--- src/rtl/gpu_mem_arbiter_pkg.sv ---
// Shared types and constants for the GPU SDRAM arbiter.
package gpu_mem_arbiter_pkg;

    typedef enum logic [1:0] {
        IDLE,
        ACCESS,
        WAIT_DATA
    } arb_state_e;

    localparam int AVALON_DATA_BITS = 8;
    localparam int WATCHDOG_BITS    = 8;

endpackage

--- src/rtl/gpu_mem_arbiter_rr_pick.sv ---
// Combinational round-robin picker: first requester after 'last', wrapping modulo NUM_REQ.
module gpu_mem_arbiter_rr_pick #(
    parameter int NUM_REQ  = 4,
    parameter int REQ_BITS = $clog2(NUM_REQ)
) (
    input  logic [NUM_REQ-1:0]  req,
    input  logic [REQ_BITS-1:0] last,
    output logic [REQ_BITS-1:0] next,
    output logic                any
);

    logic [REQ_BITS-1:0] idx;

    // Scan from farthest to nearest so the closest requester after 'last' wins.
    always_comb begin
        next = '0;
        idx  = '0;
        any  = |req;
        for (int k = NUM_REQ; k >= 1; k--) begin
            idx = REQ_BITS'((int'(last) + k) % NUM_REQ);
            if (req[idx]) next = idx;
        end
    end

endmodule

--- src/rtl/gpu_mem_arbiter.sv ---
// Round-robin sharing of one 8-bit Avalon-MM SDRAM master among NUM_REQ tile controllers,
// one transfer outstanding at a time, with a read-response watchdog.
import gpu_mem_arbiter_pkg::*;

module gpu_mem_arbiter #(
    parameter int NUM_REQ  = 4,
    parameter int REQ_BITS = $clog2(NUM_REQ),
    parameter int TIMEOUT  = 255
) (
    input  logic                            clock,
    input  logic                            reset_n,
    input  logic [NUM_REQ*32-1:0]           s_address,
    input  logic [NUM_REQ*8-1:0]            s_writedata,
    input  logic [NUM_REQ-1:0]              s_read,
    input  logic [NUM_REQ-1:0]              s_write,
    output logic [NUM_REQ-1:0]              s_waitrequest,
    output logic [AVALON_DATA_BITS-1:0]     s_readdata,
    output logic [NUM_REQ-1:0]              s_readdatavalid,
    output logic [31:0]                     m_address,
    output logic [AVALON_DATA_BITS-1:0]     m_writedata,
    output logic                            m_read,
    output logic                            m_write,
    input  logic                            m_waitrequest,
    input  logic [AVALON_DATA_BITS-1:0]     m_readdata,
    input  logic                            m_readdatavalid,
    output logic                            timeout_err,
    input  logic                            clear_err
);

    arb_state_e                  state;
    logic [REQ_BITS-1:0]         grant;
    logic [REQ_BITS-1:0]         last;
    logic [REQ_BITS-1:0]         pick;
    logic                        any;
    logic [WATCHDOG_BITS-1:0]    counter;
    logic [NUM_REQ-1:0]          req;
    logic [31:0]                 addr_a  [NUM_REQ];
    logic [AVALON_DATA_BITS-1:0] wdata_a [NUM_REQ];
    logic                        g_rd, g_wr, g_req;
    logic                        acc_rd_done, wait_rd_done, wait_timeout;

    for (genvar i = 0; i < NUM_REQ; i++) begin : g_unpack
        assign addr_a[i]  = s_address[32*i +: 32];
        assign wdata_a[i] = s_writedata[8*i +: 8];
    end

    assign req   = s_read | s_write;
    assign g_rd  = s_read[grant];
    assign g_wr  = s_write[grant];
    assign g_req = g_rd | g_wr;

    assign acc_rd_done  = (state == ACCESS) && g_rd && !m_waitrequest && m_readdatavalid;
    assign wait_rd_done = (state == WAIT_DATA) && m_readdatavalid;
    // Real data arriving on the timeout cycle beats the watchdog.
    assign wait_timeout = (state == WAIT_DATA) && !m_readdatavalid &&
                          (counter == WATCHDOG_BITS'(TIMEOUT));

    gpu_mem_arbiter_rr_pick #(
        .NUM_REQ  (NUM_REQ),
        .REQ_BITS (REQ_BITS)
    ) u_pick (
        .req  (req),
        .last (last),
        .next (pick),
        .any  (any)
    );

    always_comb begin
        m_address       = '0;
        m_writedata     = '0;
        m_read          = 1'b0;
        m_write         = 1'b0;
        s_waitrequest   = '1;
        s_readdatavalid = '0;
        s_readdata      = '0;
        if (state == ACCESS) begin
            m_address            = addr_a[grant];
            m_writedata          = wdata_a[grant];
            m_read               = g_rd;
            m_write              = g_wr & ~g_rd;
            s_waitrequest[grant] = m_waitrequest;
        end
        if (acc_rd_done || wait_rd_done) begin
            s_readdatavalid[grant] = 1'b1;
            s_readdata             = m_readdata;
        end else if (wait_timeout) begin
            s_readdatavalid[grant] = 1'b1;
        end
    end

    always_ff @(posedge clock or negedge reset_n) begin
        if (!reset_n) begin
            state       <= IDLE;
            grant       <= '0;
            last        <= REQ_BITS'(NUM_REQ - 1);
            counter     <= '0;
            timeout_err <= 1'b0;
        end else begin
            case (state)
                IDLE: begin
                    if (any) begin
                        grant <= pick;
                        state <= ACCESS;
                    end
                end
                ACCESS: begin
                    // A requester that withdraws keeps its turn: 'last' is left alone.
                    if (!g_req) begin
                        state <= IDLE;
                    end else if (!m_waitrequest) begin
                        if (g_rd && !m_readdatavalid) begin
                            counter <= '0;
                            state   <= WAIT_DATA;
                        end else begin
                            last  <= grant;
                            state <= IDLE;
                        end
                    end
                end
                WAIT_DATA: begin
                    counter <= counter + 1'b1;
                    if (wait_rd_done || wait_timeout) begin
                        last  <= grant;
                        state <= IDLE;
                    end
                end
                default: state <= IDLE;
            endcase

            if (wait_timeout)   timeout_err <= 1'b1;
            else if (clear_err) timeout_err <= 1'b0;
        end
    end

endmodule

--- config.mk ---
export PLATFORM = sky130hd
export DESIGN_NAME = gpu_mem_arbiter
export DESIGN_NICKNAME = d
export VERILOG_FILES = /design/src/rtl/gpu_mem_arbiter_pkg.sv /design/src/rtl/gpu_mem_arbiter_rr_pick.sv /design/src/rtl/gpu_mem_arbiter.sv
export SDC_FILE = /design/constraint.sdc
export NUM_CORES = 1
export LEC_CHECK = 0
export BUFFER_PORTS_ARGS = -buffer_cell sky130_fd_sc_hd__buf_2
export CAP_MARGIN = 20
export CORE_AREA = 2 2 93 95
export DETAILED_ROUTE_END_ITERATION = 10
export DIE_AREA = 0 0 95 97
export PLACE_DENSITY = 0.66
export SETUP_SLACK_MARGIN = 0.2
export SLEW_MARGIN = 10
export SYNTH_ARGS = -nofsm -noshare
export SYNTH_HDL_FRONTEND = slang
export SYNTH_SLANG_ARGS = --single-unit
--- constraint.sdc ---
create_clock -name clock -period 3.1 [get_ports clock]
set_input_delay 0.155 -clock clock [delete_from_list [all_inputs] [get_ports clock]]
set_output_delay 0.155 -clock clock [all_outputs]
set_load 0.01 [all_outputs]
# Word level (Yosys, flattened, before mapping)
# Cells that the tools add are included.
[totals] latch_bits=0 n_memories=0 input_bits=181 regBits=15 romBits=0 ram_bits=0 output_inout_bits=59 word_cells=103
[op_classes] shifts=0 n_eq_ne=10 n_mul=0 addsub=5 bitwise=7 reduce_logical=20 n_lt_le_gt_ge=7 muxes=49 n_div=0
[op_table] operator="two-way mux 32 bit" n=3
[op_table] operator="binary-select mux 32 bit (select 2 bit)" n=1
[op_table] operator="two-way mux 8 bit" n=7
[op_table] operator="two-way mux 2 bit" n=13
[op_table] operator="binary-select mux 8 bit (select 2 bit)" n=1
[op_table] operator="case mux 8 bit (2 select lines)" n=1
[op_table] operator="< comparator 2 x 3 -> 1 bit, second input constant" n=5
[op_table] operator="binary-select mux 1 bit (select 2 bit)" n=6
[op_table] operator="two-way mux 4 bit" n=3
[op_table] operator="two-way mux 1 bit" n=11
[op_table] operator="adder 8 x 1 -> 8 bit, second input constant" n=1
[op_table] operator="equality test 8 bit, second input constant" n=1
[op_table] operator="logical AND 1 bit" n=8
[op_table] operator="!= test 2 bit, second input constant" n=4
[op_table] operator="bitwise OR 4 bit" n=2
[op_table] operator="case mux 2 bit (3 select lines)" n=1
[op_table] operator="AND reduction 5 bit" n=1
[op_table] operator="adder 2 x 1 -> 2 bit, second input constant" n=2
[op_table] operator="adder 2 bit, second input constant" n=2
[op_table] operator="!= test 2 x 1 -> 1 bit, second input constant" n=2
[op_table] operator="NOT 4 bit" n=1
[op_table] operator="case mux 2 bit (2 select lines)" n=1
[op_table] operator="AND reduction 4 bit" n=1
[op_table] operator="nonzero test 2 bit" n=2
[op_table] operator="other kinds (16)" n=18

# Longest topological paths before layout
# Gate-level depths: netlist of the first run.
[depth] word_depth=7 ltp_mapped=6 mapped_depth_nobuf=5

# Cells and area by module
# Synthesis of the first run repeated with hierarchy kept, for this count alone.
[unflattened] hier_cells=215 area_unflattened_um2=2249.7
[by_module_without_submodules] module="gpu_mem_arbiter" cells_per_inst=201 n_inst=1 area_each_um2=2158.3 seq_area_each_um2=377.9
[by_module_without_submodules] module="gpu_mem_arbiter_rr_pick" cells_per_inst=14 n_inst=1 area_each_um2=91.3 seq_area_each_um2=0.0

# Least setup slack after synthesis of the first run
# No wires, ideal clock.
[synth_path] kind="register to output" start="register grant[0]" end="output port m_address[20]" arrival_ps=1626 n_path_buf=3 required_ps=2945 stages_incl_launch_ff=6 setup_slack_ps=1319 path_cell_list="dfrtp_1 -> buf_6 -> buf_4 -> buf_2 -> mux4_2 -> nor2b_1"
[synth_between] elab_chain_len=5
[synth_lines] item="start, declared" line="gpu_mem_arbiter.sv:31" rtl="logic [REQ_BITS-1:0] grant;"
[synth_lines] item="start signal, assigned" line="gpu_mem_arbiter.sv:102" rtl="grant <= pick;"
[synth_lines] item="NOT 2 -> 3 bit (not written as such)" line="gpu_mem_arbiter.sv:77" rtl="m_address = addr_a[grant];"
[synth_lines] item="binary-select mux 32 bit (select 2 bit)" line="gpu_mem_arbiter.sv:77"
[synth_lines] item="two-way mux 32 bit (not written as such) (2 in series)" line="gpu_mem_arbiter.sv:77"
[synth_lines] item="two-way mux 32 bit" line="gpu_mem_arbiter.sv:76" rtl="if (state == ACCESS) begin"
[synth_lines] item="end, declared" line="gpu_mem_arbiter.sv:19" rtl="output logic [31:0] m_address,"
# Every way passes these cells. The select of a mux whose other input is x is not followed.

# Worst setup path after layout of the first run
[layout_path] start="register grant[0]" end="output port s_readdatavalid[1]"
[layout_between] elab_chain_len=7
[layout_lines] item="branches (longest 6 deep; another with < comparator 2 x 3 -> 1 bit)"
[layout_lines] item="two-way mux 4 bit *" line="gpu_mem_arbiter.sv:83" rtl="if (acc_rd_done || wait_rd_done) begin"
[layout_lines] item="end, declared" line="gpu_mem_arbiter.sv:18" rtl="output logic [NUM_REQ-1:0] s_readdatavalid,"
# Every way passes the cells marked *. The select of a mux whose other input is x is not followed.

==> impl_metrics.json, run 1 <==
{
  "final_area_um2": 3670,
  "grt_max_degree": 28,
  "drive_above_1_share_pct": 65.5,
  "pwr-share-comb_pct": 77.0,
  "dieArea_um2": 9220,
  "postRouteAntennaNets": 0,
  "synth_top_cell_by_area": "mux4_2",
  "placement.cell_area_um2": 3610,
  "period_share_pct": 80.4,
  "power.total_mw": 2.74,
  "clockPowerShare_pct": 5.8,
  "synth.net_count": 409,
  "async_flop_share_pct": 100,
  "cp-end-kind": "primary output",
  "antenna_found_initial": 1,
  "cts_setup_buffers": 0,
  "reg2reg_depth": 4,
  "start_util_pct": 28.6,
  "ys_warn_count": 0,
  "irDropWorstVdd_uv": 271,
  "fillerInstances": 812,
  "worstHoldStart": "clear_err",
  "numPortBuffers": 239,
  "insertion_delay_ns": 0.25,
  "hold_buffers": 1,
  "finalHoldViolations": 0,
  "core-area_um2": 8130,
  "vias_per_cell": 4.97,
  "drc": 0,
  "yosysMostFrequentCell": "nor2b_1",
  "tns_ns": 0,
  "syn_area_um2": 2330,
  "synth_seq_cells": 15,
  "sw_frac_of_total_pct": 45.6,
  "syn_to_final_growth_pct": 57.8,
  "synth.area.top_cells": "mux4_2, dfrtp_1, nor2b_1",
  "place_inst": 558,
  "relSlewSlack_pct": 61.3,
  "synth.distinct_cells": 41,
  "crit_arrival_ns": 2.34,
  "r2r_start": "grant[0]",
  "yosysTopAreaCellShare_pct": 40.6,
  "busiest_layer": "met2",
  "cap_violations": 0,
  "use_met3_pct": 4.21,
  "min_to": "timeout_err",
  "final_net_count": 641,
  "cts.sinks": 15,
  "dieHeight_um": 97,
  "met1_usage_pct": 24.0,
  "power.density_nw_per_um2": 747,
  "synth-edff-count": 0,
  "seq_power_share_pct": 17.2,
  "clk_pin_slew_worst_paths_ns": 0.06,
  "totalWireLength_um": 9490,
  "fmax_mhz": 401,
  "hold_path.class": "input port to flop",
  "timing.rr.end": "last[1]",
  "grt_use_met2_pct": 35.0,
  "rsz0062_at_grt": "false",
  "synth_ff_type": "dfrtp_1",
  "reg2reg_slack_ns": 0.87,
  "leakage_nw": 1.81,
  "cts_tree": "yes",
  "finClkSkew_ns": 0.00438,
  "post-route-util_pct": 45.1,
  "worstSetupPathType": "flop to primary output",
  "overflow": 0,
  "hpwl_um": 8230,
  "hold_depth": 2,
  "fin_cells": 564,
  "setup_viol": 0,
  "wl_per_cell_um": 16.8,
  "die_x_um": 95,
  "yosys-top-cells-count": "nor2b_1, mux4_2, nor2_1",
  "root_buffer": "clkbuf_8",
  "cp-start-kind": "flop",
  "internal-power_mw": 1.49,
  "ctsResizeCount": 0,
  "dr.pass1.iters": 4,
  "first_iter_violations": 80,
  "p_sw_mw": 1.25,
  "synth_area_per_cell_um2": 10.3,
  "period_needed_ns": 2.49,
  "grt_pass1_wl_um": 14100,
  "cts_buffers": 3,
  "report.final.slew_viol_count": 0,
  "required_ns": 2.94,
  "track_usage_pct": 19.6,
  "netlist_instances": 227,
  "finalWeightedCongestion": 0.935,
  "worst_slew_pin_slew_ns": 0.580,
  "htree_levels": 1,
  "yosysSeqAreaShare_pct": 16.2,
  "io_pins": 240,
  "rows": 33,
  "via_count": 2805,
  "crit_path_max_fanout": 18,
  "run_status": "completed",
  "cts_buffer_depth": 2,
  "grt_pass1_vias": 2830
}
cell type report:
cell class,instances,area (um2),share of cell area (%)
timing repair buffer,245,1240,33.9
clock buffer,4,45.0,1.23
multi-input combinational,188,1850,50.3
antenna,1,2.50,0.0681
tap,105,131,3.58
inverter,6,22.5,0.613
sequential,15,380,10.4
cells by family (layout without fill, tap and decap cells):
kind of cell | count (synthesis) | after routing | share of synthesized area (%)
AND/OR/NAND/NOR | 114 | 114 | 27.7
AO/OA/AOI/OAI | 24 | 24 | 7.63
XOR/XNOR | 6 | 6 | 2.26
other | 0 | 1 | 0
buffers and inverters | 24 | 255 | 4.52
multiplexers | 43 | 43 | 41.1
flip-flops | 15 | 15 | 16.2
adder cells (fa/ha/maj) | 1 | 1 | 0.538
metal layers:
layer	share of wire, %	up-vias
met4	1.1	0
met2	50	163
met3	9.2	11
met1	39	1311
li1	-	1320
met5	0	-
flip-flops by register name, summed over array words and instances (netlist names):
| name | flops |
|---|---|
| counter | 8 |
| grant | 2 |
| last | 2 |
| state | 2 |
| timeout_err | 1 |
power groups by stage:
stage          registers (mW)  clock network (mW)  logic (mW)
2_1_floorplan           0.352                   0        1.57
4_1_cts                 0.476               0.167        2.14
5_1_grt                 0.500               0.175        2.32
3_3_place_gp            0.476                   0        2.11
3_5_place_dp            0.478                   0        2.13
6_report                0.472               0.161        2.11
stage by stage:
step | setup WS [ns] | hold WS [ns]
3_5_place_dp | 0.860 | 0.0794
3_3_place_gp | 0.884 | 0.0740
6_report | 0.608 | 0.106
4_1_cts | 0.575 | 0.0995
2_1_floorplan | 1.32 | -0.141
5_1_grt | 0.441 | 0.107
layout by cell type (no fill, tap or decap), drive strengths merged, types with 2 or more instances in the layout:
master	netlist	layout
nor4	2	2
clkbuf	13	4
nand4	2	2
mux4	42	42
dfrtp	13	13
or2	2	2
or4	2	2
o22ai	2	2
inv	6	6
a21oi	2	2
nor2	18	18
nor3	6	6
nand2	15	15
dfstp	2	2
nand3	2	2
xor2	2	2
and2	10	10
o21bai	2	2
xnor2	4	4
nand2b	5	5
nor3b	5	5
nor2b	44	44
a211oi	2	2
o21ai	7	7
buf	5	244
worst max-delay path, stage by stage (launching register included):
cell and delay, ns:
dfrtp_2 0.71, mux4_2 0.67, a21oi_1 0.22, o21bai_1 0.23
nor3b_1 0.10, buf_2 0.15
how the worst max path moves through the flow:
| stage | startpoint | to | slack [ns] | depth (start not counted) |
|---|---|---|---|---|
| detailed placement | grant[0] | last[1] | 0.86 | 4 |
| CTS | grant[0] | s_readdatavalid[1] | 0.58 | 5 |
| finish | grant[0] | s_readdatavalid[1] | 0.61 | 5 |
| floorplan | grant[0] | m_address[20] | 1.32 | 5 |
| global route | grant[0] | s_readdatavalid[2] | 0.44 | 5 |
| global placement | grant[0] | s_readdatavalid[1] | 0.88 | 5 |
(Power assumes the default switching activity.)
==> run 2, diff against run 1 <==
--- a/config.mk
+++ b/config.mk
@@ -5,12 +5,13 @@
 export SDC_FILE = /design/constraint.sdc
 export NUM_CORES = 1
 export LEC_CHECK = 0
+export ABC_AREA = 1
 export BUFFER_PORTS_ARGS = -buffer_cell sky130_fd_sc_hd__buf_2
 export CAP_MARGIN = 20
 export CORE_AREA = 2 2 93 95
 export DETAILED_ROUTE_END_ITERATION = 10
 export DIE_AREA = 0 0 95 97
-export PLACE_DENSITY = 0.66
+export PLACE_DENSITY = 0.65
 export SETUP_SLACK_MARGIN = 0.2
 export SLEW_MARGIN = 10
 export SYNTH_ARGS = -nofsm -noshare
==> constraint.sdc (replaced) <==
create_clock -name clock -period 2.4 [get_ports clock]
set_input_delay 0.12 -clock clock [delete_from_list [all_inputs] [get_ports clock]]
set_output_delay 0.12 -clock clock [all_outputs]
set_load 0.01 [all_outputs]
==> run 2 against run 1 <==
Sequential share of layout area about the same. Final cell count increased by 29%. First-iteration DRC count increased by 100%. Non-clock buffer count increased by 6. Sequential power increased by 2%. Clock power increased by 25%. Clock skew decreased by 0.0030 ns. Cell area decreased by 0.37%. Register-to-register slack got worse by 0.23 ns. Count of clock-buffer cells in the layout unchanged. Area after synthesis decreased by 2.2%.
==> impl_metrics.json, run 2 <==
{
  "run_status": "completed",
  "cts_buffers": 3,
  "crit_arrival_ns": 1.93,
  "internal-power_mw": 1.68,
  "fillerInstances": 872,
  "cts.sinks": 15,
  "worstSetupPathType": "flop to primary output",
  "fin_cells": 729,
  "dieArea_um2": 9220,
  "yosysSeqAreaShare_pct": 16.6,
  "timing.rr.end": "counter[0]",
  "highest_layer": "met4",
  "synth.area.top_cells": "nand2_1, dfrtp_1, a22oi_1",
  "met1_length_um": 3950,
  "synth_seq_cells": 15,
  "setup_viol": 0,
  "post-route-util_pct": 45.0,
  "place_inst": 719,
  "cts_buffer_depth": 2,
  "grt_pass1_vias": 3277,
  "ys_warn_count": 0,
  "period_needed_ns": 2.05,
  "largest_reg_flops": 8,
  "rows": 33,
  "wl_per_cell_um": 13.9,
  "cts_tree": "yes",
  "hpwl_um": 8200,
  "insertion_delay_ns": 0.24,
  "syn_to_final_growth_pct": 60.7,
  "leakage_nw": 2.05,
  "synth_ff_type": "dfrtp_1",
  "power.density_nw_per_um2": 1070,
  "hold_path.class": "input port to flop",
  "seq_power_share_pct": 12.3,
  "dr.pass1.iters": 6,
  "clockPowerShare_pct": 5.2,
  "synth_top_cell_by_area": "nand2_1",
  "top_register": "counter",
  "cp-start-kind": "flop",
  "grt_max_degree": 32,
  "yosysTopAreaCellShare_pct": 25.7,
  "holdWs_ns": 0.0645,
  "crit_path_max_fanout": 28,
  "startpoint": "grant[0]",
  "io_pins": 240,
  "yosys-top-cells-count": "nand2_1, a22oi_1, a31oi_1",
  "wl_met2_um": 5210,
  "setup_ws_ns": 0.351,
  "totalWireLength_um": 10100,
  "pwr-share-comb_pct": 82.5,
  "synth_area_per_cell_um2": 5.84,
  "synth.net_count": 572,
  "p_sw_mw": 2.22,
  "dieHeight_um": 97,
  "cp-end-kind": "primary output",
  "yosysMostFrequentCell": "nand2_1",
  "place_ws_ns": 0.409,
  "worst_slew_pin_slew_ns": 0.405,
  "period_share_pct": 85.4,
  "irDropWorstVdd_uv": 378,
  "r2r_start": "state[1]",
  "final_area_um2": 3660,
  "tns_ns": 0,
  "cap_violations": 0,
  "sw_frac_of_total_pct": 56.8,
  "synth-edff-count": 0,
  "finClkSkew_ns": 0.00136,
  "root_buffer": "clkbuf_8",
  "clk_pin_slew_worst_paths_ns": 0.06,
  "core-area_um2": 8130,
  "first_iter_violations": 163,
  "start_util_pct": 28.0,
  "grt_pass1_wl_um": 15100,
  "track_usage_pct": 19.9,
  "die_x_um": 95,
  "synth.distinct_cells": 31,
  "antenna_found_initial": 1,
  "reg2reg_slack_ns": 0.64,
  "layout_commonest_cell": "buf_2",
  "crit_path_end": "m_writedata[7]",
  "drive_above_1_share_pct": 46.7,
  "finalWeightedCongestion": 0.946,
  "reg2reg_depth": 9,
  "dr_wl_met3_um": 836,
  "postRouteAntennaNets": 0,
  "rsz0062_at_grt": "false",
  "finalHoldViolations": 0,
  "vias_per_cell": 4.90,
  "fmax_mhz": 488,
  "power.total_mw": 3.90,
  "final_net_count": 806,
  "placement.cell_area_um2": 3560,
  "final_cell_mix": "buf_2, nand2_1, a22oi_1, a31oi_1, inv_1",
  "async_flop_share_pct": 100,
  "required_ns": 2.28,
  "overflow": 0,
  "report.final.slew_viol_count": 0,
  "drc": 0,
  "syn_area_um2": 2280,
  "relSlewSlack_pct": 72.7,
  "htree_levels": 1,
  "numPortBuffers": 239,
  "via_count": 3573,
  "netlist_instances": 390
}
run 2: worst min-delay path by stage:
| stage | from | endpoint | depth (start not counted) |
|---|---|---|---|
| 4_1_cts | clear_err | timeout_err | 2 |
| 5_1_grt | clear_err | timeout_err | 2 |
| 6_report | clear_err | timeout_err | 2 |
| 3_5_place_dp | reset_n | timeout_err | 1 |
| 3_3_place_gp | reset_n | timeout_err | 1 |
| 2_1_floorplan | reset_n | counter[0] | 0 |
run 2: metal layers:
layer  track usage (%)  up-vias
met3              3.58       12
met5                 0        -
met2              37.0      159
met4              2.56        0
li1                  -     1797
met1              23.9     1605
run 2: repair_timing:
action	4_1_cts	5_1_grt
gates resized for setup	1	2
gates cloned	0	1
pin swaps	0	1
setup buffers	0	3
hold buffers	1	0
hold endpoints to repair	13	0
endpoints found under the setup margin	8	38
run 2: layout make-up:
cell class	instances	area [um2]	share of cell area, %
multi-input combinational	320	1680	46.0
tap	105	131	3.59
inverter	33	129	3.52
sequential	15	380	10.4
timing repair buffer	251	1290	35.2
clock buffer	4	45.0	1.23
antenna	1	2.50	0.0684
run 2: critical path, stage by stage (launching register included):
cell and delay, ns:
dfrtp_2 0.49, buf_4 0.18, nor2_4 0.10, buf_4 0.32, a22oi_1 0.15, a31oi_1 0.25
buf_2 0.19
run 2: logic make-up (layout without fill, tap and decap cells):
group           after synthesis  after routing  synth area share, %
simple gates                223            224                 44.5
compound gates               95             95                 28.2
buf+inv                      56            288                 10.2
flops                        15             15                 16.6
fa+ha+maj                     1              1                0.549
other cells                   0              1                    0
run 2: power by group through the flow:
| stage | Sequential (mW) | Combinational (mW) | Clock (mW) |
|---|---|---|---|
| after CTS | 0.481 | 3.17 | 0.208 |
| after detailed placement | 0.483 | 3.16 | 0 |
| after global placement | 0.476 | 3.12 | 0 |
| after global routing | 0.496 | 3.58 | 0.220 |
| after floorplan | 0.388 | 2.21 | 0 |
| final | 0.480 | 3.22 | 0.202 |
==> run 3, diff against run 2 <==
--- a/config.mk
+++ b/config.mk
@@ -8,10 +8,11 @@
 export ABC_AREA = 1
 export BUFFER_PORTS_ARGS = -buffer_cell sky130_fd_sc_hd__buf_2
 export CAP_MARGIN = 20
-export CORE_AREA = 2 2 93 95
+export CORE_ASPECT_RATIO = 0.6
+export CORE_MARGIN = 1
+export CORE_UTILIZATION = 32
 export DETAILED_ROUTE_END_ITERATION = 10
-export DIE_AREA = 0 0 95 97
-export PLACE_DENSITY = 0.65
+export PLACE_DENSITY = 0.77
 export SETUP_SLACK_MARGIN = 0.2
 export SLEW_MARGIN = 10
 export SYNTH_ARGS = -nofsm -noshare
==> constraint.sdc (replaced) <==
create_clock -name clock -period 1.8 [get_ports clock]
set_input_delay 0.09 -clock clock [delete_from_list [all_inputs] [get_ports clock]]
set_output_delay 0.09 -clock clock [all_outputs]
set_load 0.01 [all_outputs]
==> run 3 against run 2 <==
The flow now finishes with violations (negative setup slack). Non-clock buffer count up 14. Cell area up 7.3%. Sequential power up 19%. Critical endpoint is now s_readdata[4]. Combinational power up 55%. Die area down 19%.
==> impl_metrics.json, run 3 (synthesized netlist as in run 2, its figures left out) <==
{
  "run_status": "complete, but fails checks",
  "violations": "negative setup slack",
  "setup_viol": 12,
  "drive_above_1_share_pct": 49.9,
  "diodes": 0,
  "critPathMaxStageDelay_ns": 0.44,
  "cp-end-kind": "primary output",
  "clk_pin_slew_worst_paths_ns": 0.05,
  "worstSetupPathType": "flop to primary output",
  "irDropWorstVdd_uv": 812,
  "clockPowerShare_pct": 7.2,
  "io_pins": 240,
  "slowest_stage": "dfrtp_2",
  "final_net_count": 820,
  "cap_violations": 0,
  "leakage_nw": 2.19,
  "fmax_mhz": 538,
  "insertion_delay_ns": 0.24,
  "top_register": "counter",
  "cp-start-kind": "flop",
  "holdWs_ns": 0.0464,
  "crit_family": "simple AND/OR/NAND/NOR gates",
  "layout_commonest_cell": "buf_2",
  "rsz0062_at_grt": "true",
  "worst_slew_pin_slew_ns": 0.383,
  "rows": 23,
  "overflow": 0,
  "internal-power_mw": 2.78,
  "crit_arrival_ns": 1.77,
  "htree_levels": 1,
  "period_share_pct": 103,
  "cts_buffer_depth": 2,
  "wl_per_cell_um": 14.2,
  "cp_cell_sequence": "buf_6 -> nor2_4 -> nand2_2 -> nand2_4 -> nor2_8 -> o21ai_4 -> nand2_4 -> nor2_1 -> buf_2",
  "numPortBuffers": 239,
  "postRouteAntennaNets": 0,
  "grt_pass1_wl_um": 14500,
  "finClkSkew_ns": 0.00187,
  "dr.pass1.iters": 5,
  "required_ns": 1.71,
  "pwr-share-comb_pct": 83.2,
  "post-route-util_pct": 58.1,
  "cts_buffers": 3,
  "hold_path.class": "input port to flop",
  "path_common_cell": "nand2_4",
  "power.density_nw_per_um2": 1530,
  "reg2reg_slack_ns": 0.01,
  "reg2reg_depth": 13,
  "finalHoldViolations": 0,
  "setup_ws_ns": -0.0576,
  "start_util_pct": 33.7,
  "final_cell_mix": "buf_2, nand2_1, a22oi_1, a31oi_1, inv_1",
  "power.total_mw": 6.00,
  "tns_ns": -0.447,
  "first_iter_violations": 289,
  "dieHeight_um": 67.3,
  "seq_power_share_pct": 9.6,
  "sw_frac_of_total_pct": 53.7,
  "p_sw_mw": 3.22,
  "critPathBufInv": 2,
  "largest_reg_flops": 8,
  "vias_per_cell": 5.18,
  "cp.depth": 9,
  "relSlewSlack_pct": 74.4,
  "die_x_um": 111,
  "grt_pass1_vias": 3065,
  "cts.sinks": 15,
  "drc": 0,
  "period_needed_ns": 1.86,
  "track_usage_pct": 23.5,
  "via_count": 3750,
  "root_buffer": "clkbuf_16",
  "antenna_found_initial": 0,
  "hold_depth": 2,
  "dieArea_um2": 7470,
  "finalWeightedCongestion": 0.844,
  "report.final.slew_viol_count": 0,
  "crit_path_max_fanout": 8,
  "cts_tree": "yes",
  "grt_max_degree": 29,
  "core-area_um2": 6760,
  "totalWireLength_um": 10300,
  "syn_to_final_growth_pct": 72.4,
  "hpwl_um": 8000
}
-- run 3: cell types whose count changed in the layout (fill, tap and decap cells not counted), sizes merged --
cell | before | now
buf | 250 | 264
diode | 1 | 0
nand2 | 169 | 170
nor2 | 29 | 28
-- run 3: area by class of cell --
class / count / area [um2]
clock buffer: 4 / 78.8
fill: 644 / 2840
inverter: 33 / 134
multi-input combinational: 320 / 1780
sequential: 15 / 379
tap: 87 / 109
timing repair buffer: 265 / 1450
-- run 3: what timing repair did --
item,4_1_cts,5_1_grt
hold buffers,1,0
pin swaps,7,13
gates cloned,0,1
endpoints found under the hold margin,13,0
setup buffers,2,9
setup endpoints to repair,66,67
resized for setup,20,21
-- run 3: routing by layer --
metal	up-vias	wire length [um]	GRT usage, %
li1	1824	-	-
met1	1743	4510	33.5
met5	-	0	0
met3	8	783	2.51
met2	175	4910	39.1
met4	0	59	3.67
-- run 3: power groups by stage --
stage	Sequential (mW)	Combinational, mW	Clock [mW]
after floorplan	0.517	2.94	0
after global placement	0.575	4.28	0
after detailed placement	0.585	4.35	0
after CTS	0.581	4.61	0.437
after global routing	0.590	5.43	0.450
final	0.573	4.99	0.432
-- run 3: final timing paths --
kind	start	end
max	grant[1]	s_readdata[4]
max reg2reg	grant[1]	counter[0]
min reg2reg	last[0]	last[0]
min	clear_err	timeout_err
min in group asynchronous	reset_n	grant[0]
max in group asynchronous	reset_n	last[1]
-- run 3: through the flow --
| step | cell area (um2) | instances | setup WS (ns) |
|---|---|---|---|
| finish | 3930 | 724 | -0.0576 |
| global route | 3930 | 724 | -0.144 |
| CTS | 3770 | 714 | 0.00596 |
| detailed placement | 3580 | 707 | 0.0908 |
| global placement | 3580 | 707 | 0.189 |
| floorplan | 2280 | 390 | 0.376 |
